===== config.mk =====
export PLATFORM = sky130hd
export DESIGN_NAME = gpio_weight_loader_flat
export DESIGN_NICKNAME = d
export VERILOG_FILES = /design/src/rtl/gpio_weight_loader_pkg.sv /design/src/rtl/gpio_weight_loader_if.sv /design/src/rtl/gpio_weight_loader_bank_pair.sv /design/src/rtl/gpio_weight_loader.sv /design/src/flat_wrapper.sv
export SDC_FILE = /design/constraint.sdc
export NUM_CORES = 1
export LEC_CHECK = 0
export ABC_AREA = 1
export CAP_MARGIN = 0
export CORE_UTILIZATION = 30
export CTS_CLUSTER_DIAMETER = 50
export CTS_CLUSTER_SIZE = 14
export DETAILED_ROUTE_END_ITERATION = 12
export DONT_BUFFER_PORTS = 1
export GPL_TIMING_DRIVEN = 0
export SLEW_MARGIN = 5
export SYNTH_ARGS = -nofsm -noshare
export SYNTH_HDL_FRONTEND = slang
export SYNTH_HIERARCHICAL = 1
export SYNTH_SLANG_ARGS = --single-unit

===== constraint.sdc =====
create_clock -name pi_clk -period 7.3 [get_ports pi_clk]
set_clock_uncertainty 0.1 [all_clocks]
set_input_delay 0.365 -clock pi_clk [delete_from_list [all_inputs] [get_ports pi_clk]]
set_output_delay 0.365 -clock pi_clk [all_outputs]
set_load 0.1 [all_outputs]

===== src/rtl/gpio_weight_loader_pkg.sv =====
// rtl/gpio_weight_loader_pkg.sv - shared state type and checksum helper for the GPIO weight loader
package gpio_loader_pkg;

  typedef enum logic [2:0] {
    IDLE  = 3'd0,
    LOAD  = 3'd1,
    CHECK = 3'd2,
    DONE  = 3'd3,
    ERROR = 3'd4
  } loader_state_e;

  // Payload sum plus checksum word must wrap to zero in the low width bits.
  // Operands are zero-extended to 64 bits so one function serves any DATA_W <= 64.
  function automatic logic checksum_ok(input logic [63:0] sum,
                                       input logic [63:0] chk,
                                       input int          width);
    logic [63:0] mask;
    logic [63:0] total;
    mask  = (width >= 64) ? {64{1'b1}} : ((64'd1 << width) - 64'd1);
    total = sum + chk;
    return ((total & mask) == 64'd0);
  endfunction

endpackage


===== src/rtl/gpio_weight_loader_if.sv =====
// rtl/gpio_weight_loader_if.sv - Pi-side bus and compute-core read port of the weight loader
interface gpio_weight_loader_if #(
  parameter int DATA_W = 8,
  parameter int DEPTH  = 16,
  parameter int LED_W  = 6
);
  localparam int AW = $clog2(DEPTH);
  localparam int CW = $clog2(DEPTH + 1);

  logic [DATA_W-1:0] gpio_pin;
  logic              write_enable;
  logic              frame_start;
  logic [AW-1:0]     rd_addr;
  logic [DATA_W-1:0] rd_data;
  logic [AW-1:0]     led_sel;
  logic [LED_W-1:0]  LED;
  logic [CW-1:0]     count;
  logic              weights_valid;
  logic              busy;
  logic              crc_err;
  logic              overflow;

  modport master (
    output gpio_pin, write_enable, frame_start, rd_addr, led_sel,
    input  rd_data, LED, count, weights_valid, busy, crc_err, overflow
  );

  modport slave (
    input  gpio_pin, write_enable, frame_start, rd_addr, led_sel,
    output rd_data, LED, count, weights_valid, busy, crc_err, overflow
  );

endinterface


===== src/rtl/gpio_weight_loader_bank_pair.sv =====
// rtl/gpio_weight_loader_bank_pair.sv - double-buffered weight memory with registered read and LED tap
module weight_bank_pair #(
  parameter int DATA_W = 8,
  parameter int DEPTH  = 16,
  parameter int LED_W  = 6,
  parameter int AW     = $clog2(DEPTH)
) (
  input  logic              clk,
  input  logic              rst_n,
  input  logic              wr_en,
  input  logic [AW-1:0]     wr_addr,
  input  logic [DATA_W-1:0] wr_data,
  input  logic              swap,
  input  logic [AW-1:0]     rd_addr,
  output logic [DATA_W-1:0] rd_data,
  input  logic [AW-1:0]     led_sel,
  output logic [LED_W-1:0]  led
);

  localparam logic [AW:0] DEPTH_LIM = (AW + 1)'(DEPTH);

  logic [DATA_W-1:0] bank0 [DEPTH];
  logic [DATA_W-1:0] bank1 [DEPTH];
  logic              bank_sel;   // 0: bank0 is active, bank1 is shadow
  logic              rd_hit;
  logic              led_hit;
  logic [DATA_W-1:0] active_rd;

  // Addresses past DEPTH (only possible when DEPTH is not a power of two) read as zero.
  assign rd_hit  = ({1'b0, rd_addr} < DEPTH_LIM);
  assign led_hit = ({1'b0, led_sel} < DEPTH_LIM);

  // Select the active-bank word feeding the read register.
  always_comb begin
    active_rd = '0;
    if (rd_hit) active_rd = bank_sel ? bank1[rd_addr] : bank0[rd_addr];
  end

  // LED mirrors the low bits of the selected active word without a register.
  always_comb begin
    led = '0;
    if (led_hit) led = bank_sel ? bank1[led_sel][LED_W-1:0] : bank0[led_sel][LED_W-1:0];
  end

  // Payload words land only in the shadow bank; swap flips which bank the core sees.
  always_ff @(posedge clk or posedge rst_n) begin
    if (rst_n) begin
      for (int i = 0; i < DEPTH; i++) begin
        bank0[i] <= '0;
        bank1[i] <= '0;
      end
      bank_sel <= 1'b0;
    end else begin
      if (wr_en) begin
        if (bank_sel) bank0[wr_addr] <= wr_data;
        else          bank1[wr_addr] <= wr_data;
      end
      if (swap) bank_sel <= ~bank_sel;
    end
  end

  // Read register samples the pre-swap bank on the swap edge, the new one afterwards.
  always_ff @(posedge clk or posedge rst_n) begin
    if (rst_n) rd_data <= '0;
    else       rd_data <= active_rd;
  end

endmodule


===== src/rtl/gpio_weight_loader.sv =====
// rtl/gpio_weight_loader.sv - framed GPIO weight capture with checksum-gated bank swap
module gpio_weight_loader
  import gpio_loader_pkg::*;
#(
  parameter int DATA_W = 8,
  parameter int DEPTH  = 16,
  parameter int LED_W  = 6
) (
  input  logic                 pi_clk,
  input  logic                 rst_n,
  gpio_weight_loader_if.slave  bus
);

  localparam int AW = $clog2(DEPTH);
  localparam int CW = $clog2(DEPTH + 1);
  localparam logic [CW-1:0] LAST_IDX = CW'(DEPTH - 1);

  loader_state_e     state, state_next;
  logic [CW-1:0]     word_count, count_next;
  logic [DATA_W-1:0] sum, sum_next;
  logic              valid, valid_next;
  logic              crc_flag, crc_next;
  logic              ovf_flag, ovf_next;
  logic              wr_en;
  logic              swap;
  logic              chk_pass;

  assign chk_pass = checksum_ok(64'(sum), 64'(bus.gpio_pin), DATA_W);

  // Next-state and datapath decisions; frame_start overrides any same-cycle word.
  always_comb begin
    state_next = state;
    count_next = word_count;
    sum_next   = sum;
    valid_next = valid;
    crc_next   = crc_flag;
    ovf_next   = ovf_flag;
    wr_en      = 1'b0;
    swap       = 1'b0;
    if (bus.frame_start) begin
      state_next = LOAD;
      count_next = '0;
      sum_next   = '0;
      crc_next   = 1'b0;
    end else if (bus.write_enable) begin
      unique case (state)
        LOAD: begin
          wr_en      = 1'b1;
          sum_next   = sum + bus.gpio_pin;
          count_next = word_count + CW'(1);
          if (word_count == LAST_IDX) state_next = CHECK;
        end
        CHECK: begin
          if (chk_pass) begin
            swap       = 1'b1;
            valid_next = 1'b1;
            state_next = DONE;
          end else begin
            crc_next   = 1'b1;
            state_next = ERROR;
          end
        end
        default: ovf_next = 1'b1;
      endcase
    end
  end

  // State, counters and sticky flags; reset discards any partial frame.
  always_ff @(posedge pi_clk or posedge rst_n) begin
    if (rst_n) begin
      state      <= IDLE;
      word_count <= '0;
      sum        <= '0;
      valid      <= 1'b0;
      crc_flag   <= 1'b0;
      ovf_flag   <= 1'b0;
    end else begin
      state      <= state_next;
      word_count <= count_next;
      sum        <= sum_next;
      valid      <= valid_next;
      crc_flag   <= crc_next;
      ovf_flag   <= ovf_next;
    end
  end

  assign bus.count         = word_count;
  assign bus.weights_valid = valid;
  assign bus.crc_err       = crc_flag;
  assign bus.overflow      = ovf_flag;
  assign bus.busy          = (state == LOAD) || (state == CHECK);

  weight_bank_pair #(
    .DATA_W (DATA_W),
    .DEPTH  (DEPTH),
    .LED_W  (LED_W),
    .AW     (AW)
  ) u_banks (
    .clk     (pi_clk),
    .rst_n   (rst_n),
    .wr_en   (wr_en),
    .wr_addr (word_count[AW-1:0]),
    .wr_data (bus.gpio_pin),
    .swap    (swap),
    .rd_addr (bus.rd_addr),
    .rd_data (bus.rd_data),
    .led_sel (bus.led_sel),
    .led     (bus.LED)
  );

endmodule


===== src/flat_wrapper.sv =====
// flat-port wrapper written by rule: the top's interface ports become plain ports
module gpio_weight_loader_flat import gpio_loader_pkg::*;
#(
  parameter int DATA_W = 8,
  parameter int DEPTH  = 16,
  parameter int LED_W  = 6
)
  (pi_clk, rst_n, bus_gpio_pin, bus_write_enable, bus_frame_start, bus_rd_addr, bus_led_sel, bus_rd_data, bus_LED, bus_count, bus_weights_valid, bus_busy, bus_crc_err, bus_overflow);
  gpio_weight_loader_if #(.DATA_W(DATA_W), .DEPTH(DEPTH), .LED_W(LED_W)) bus_i ();
  input  logic pi_clk;
  input  logic rst_n;
  input wire logic [$bits(bus_i.gpio_pin)-1:0] bus_gpio_pin;
  input wire logic [$bits(bus_i.write_enable)-1:0] bus_write_enable;
  input wire logic [$bits(bus_i.frame_start)-1:0] bus_frame_start;
  input wire logic [$bits(bus_i.rd_addr)-1:0] bus_rd_addr;
  input wire logic [$bits(bus_i.led_sel)-1:0] bus_led_sel;
  output wire logic [$bits(bus_i.rd_data)-1:0] bus_rd_data;
  output wire logic [$bits(bus_i.LED)-1:0] bus_LED;
  output wire logic [$bits(bus_i.count)-1:0] bus_count;
  output wire logic [$bits(bus_i.weights_valid)-1:0] bus_weights_valid;
  output wire logic [$bits(bus_i.busy)-1:0] bus_busy;
  output wire logic [$bits(bus_i.crc_err)-1:0] bus_crc_err;
  output wire logic [$bits(bus_i.overflow)-1:0] bus_overflow;
  assign bus_i.gpio_pin = bus_gpio_pin;
  assign bus_i.write_enable = bus_write_enable;
  assign bus_i.frame_start = bus_frame_start;
  assign bus_i.rd_addr = bus_rd_addr;
  assign bus_i.led_sel = bus_led_sel;
  assign bus_rd_data = bus_i.rd_data;
  assign bus_LED = bus_i.LED;
  assign bus_count = bus_i.count;
  assign bus_weights_valid = bus_i.weights_valid;
  assign bus_busy = bus_i.busy;
  assign bus_crc_err = bus_i.crc_err;
  assign bus_overflow = bus_i.overflow;
  gpio_weight_loader #(.DATA_W(DATA_W), .DEPTH(DEPTH), .LED_W(LED_W)) u_core (.pi_clk(pi_clk), .rst_n(rst_n), .bus(bus_i));
endmodule

==> run summary <==
Worst slew margin: 20.5%
Post-Syn Area: 15300 um2
Count of different cell masters after synthesis: 27
TritonCTS clock tree: yes
RD Place Congestion: 1.04
CTS Buf Count: 35
Sequential power share: 42.5%
Final Cell Area: 17500 um2
Power per cell area: 244 nW/um2
Worst reg2reg path endpoint: u_core/u_banks/bank1[64]
Worst endpoint required time: 6.84 ns
Final ANT Viol Nets: 0
WHS Endpoint: u_core/sum[0]
Setup Buffers After CTS: 0
Number of iterations in the first detailed-routing pass: 8
Cell depth of the worst hold path: 3
Layout cell share with drive strength beyond 1: 8.12%
Vias/cell: 5.36
Worst path max stage delay: 0.72 ns
Largest family of logic cells by synthesized area: simple AND/OR/NAND/NOR gates
Final #Nets: 2237
Setup TNS: 0 ns
Crit-path slowest cell: nand2_1
Final period utilization: 49.7%
Post-synth top area cell: dfrtp_1
Final min period: 3.63 ns
FF-to-FF Start: u_core/bus.count[0]
Top-count cell post-synth: nand2_1
Clk_lat worst skew: 0.56 ns
Worst Hold Launch: bus_gpio_pin[0]
Vias in the first global route: 15000
Largest net degree at the start of global routing: 42
Root Buffer: clkbuf_16
RSZ-0062 raised after global routing: no
Most instantiated cells after synthesis: 958 x nand2_1, 369 x nand3_1, 284 x dfrtp_1
Die area: 51900 um2
Post-CTS Resized: 0
Switching share of total power: 32.0%
CP startpoint kind: input port
Final setup violating endpoints: 0
# IOs: 43
Area contributors post-synth: dfrtp_1 47%, nand2_1 24%, nand3_1 12%
All-Layer GR Usage: 25.6%
Total net switching power: 0.00137 W
Reg2Reg Depth: 6
Design Power: 0.00427 W
Clock network fraction of total power: 42.6%
Clock Sinks: 284
Area post-placement: 16300 um2
Worst-path clk slew: 0.07 ns
Flop2flop setup slack: 4.16 ns
Grt total ovfl: 0
Number of flops mapped to enable cells by yosys: 0
Worst Max-Slew Pin Slew: 1.19 ns
Synth Instances: 2160
Max-cap violations: 0
Detailed placement HPWL: 49200 um
Compound-cell area share of the yosys netlist: 8.92%
Crit path cell chain: clkbuf_1, inv_1, buf_1, nand3_1, nand2_1, nand2_1, nand2_1, nand2_1, nand2_1
Hold_buf cts: 2
Critical path's top delay family: simple AND/OR/NAND/NOR gates
Area share of and/or/nand/nor cells after synthesis: 37.7%
Xor/xnor share of the synthesized area: 0.172%
Max Root-Sink Buffers: 3
Post-synthesis register bit count: 284
Drt drc: 0
Internal power: 0.00291 W
Asr flop ratio synth: 100%
H-tree levels: 2
Synth warn: 6
Seq/Total Area, Yosys: 46.5%
Max-slew violations: 0
I/O Buffers: 0
Buf/Inv on CP: 3
Post-synthesis mux area share: 0%
DRT Wirelength: 66500 um
CP max FO: 10
Fin. Hold Viols: 0
Area Growth Syn to Fin: 14.6%
Hold Crit Class: input port to register
Starting Density: 30.5%
Mapped Nets: 2190
Global-route wire length before repair: 98100 um
Syn_area_per_cell: 7.08 um2
Adder-Cell Fraction of Synth Area: 0.868%
ANT cells: 0
Status: complete, no violations
Gate power share: 14.9%
Maximum VDD drop: 0.0903 mV
Crit end category: output port
Crit-path most repeated cell: nand2_1
Die height: 228 um
Core area: 50200 um2
Fmax: 0.275 GHz
Worst setup path category: input port to output port
DR vias: 15600
# rows: 82
Top_reg_cell synth: dfrtp_1
Synth top area share: 46.5%
Static leakage: 7.95 nW
Initial antenna violation count: 0
Critical path arrival: 3.17 ns
1st-iter DRT viols: 1898
Die span in x: 228 um
Avg WL per Cell: 22.9 um
## routing by layer
layer	vias up	routed length, um	global-route usage, %	part of all wire [%]
li1	7107	-	-	-
met2	803	29500	39.7	44
met5	-	0	0	0
met3	199	5980	5.26	9.0
met1	7457	26600	32.7	40
met4	0	4420	15.6	6.6
## worst max-delay path by stage
stage,endpoint,startpoint,slack [ns],cells past startpoint
floorplan,u_core/u_banks/bank0[0],rst_n,3.34,1
global placement,u_core/u_banks/bank1[65],rst_n,1.90,1
detailed placement,bus_LED[5],bus_led_sel[2],3.91,9
CTS,bus_LED[5],bus_led_sel[2],3.91,9
global route,bus_LED[3],bus_led_sel[2],3.72,9
finish,bus_LED[3],bus_led_sel[2],3.67,9
## power by group through the flow
stage / logic [W] / registers [W] / clock network [W]
floorplan: 0.000407 / 0.00181 / 0
global placement: 0.000597 / 0.00184 / 0
detailed placement: 0.000617 / 0.00184 / 0
CTS: 0.000621 / 0.00181 / 0.00185
global route: 0.000691 / 0.00182 / 0.00192
finish: 0.000635 / 0.00182 / 0.00182
## cell type report
class | instances | area [um2]
Timing Repair Buffer | 10 | 195
Clock buffer | 40 | 915
Clock inverter | 20 | 273
Buffer | 152 | 692
Multi-Input combinational cell | 1669 | 7280
Tap cell | 672 | 841
Sequential cell | 284 | 7110
Fill cell | 5277 | 32700
Inverter | 55 | 210
## metrics by stage
step | worst slack, ns | utilization [%] | hold slack, ns | instances
global placement | 1.90 | 32.1 | 0.315 | 2832
finish | 3.67 | 34.9 | 0.0343 | 2902
CTS | 3.91 | 34.9 | 0.0199 | 2902
global route | 3.72 | 34.9 | 0.0294 | 2902
detailed placement | 3.91 | 32.5 | 0.266 | 2840
floorplan | 3.34 | - | 0.216 | 2160
## kinds of logic after synthesis
family / count (synthesis)
compound gates: 271
xor+xnor: 3
fa+ha+maj: 10
buf+inv: 207
flops: 284
simple gates: 1385
## state kept, by name, indices dropped and copies added (netlist names)
name,count
u_core/bus.count,5
u_core/bus.crc_err,1
u_core/bus.overflow,1
u_core/bus.weights_valid,1
u_core/state,3
u_core/sum,8
u_core/u_banks/bank0,128
u_core/u_banks/bank1,128
u_core/u_banks/bank_sel,1
u_core/u_banks/rd_data,8
## placed cells by master, fill, tap and decap left out, types with 9 or more instances in the layout
master     instances
dfrtp_1          284
nand2_1          958
nand3_1          369
nand2_2           15
ha_1               9
buf_1             11
clkbuf_16         35
clkbuf_1          67
nor2_2             9
inv_1             46
buf_2             67
buf_4             10
o21ai_0          258
nor2_1            26
## worst reg2reg max path, stage by stage, from the launching register on
cell and delay (ns):
dfrtp_1 1.12, nand2_1 0.32, nor2_1 0.56, nand2_1 0.41
buf_2 0.32, nand2_1 0.08, o21ai_0 0.07
No activity file was read; power rests on OpenSTA's default activity.
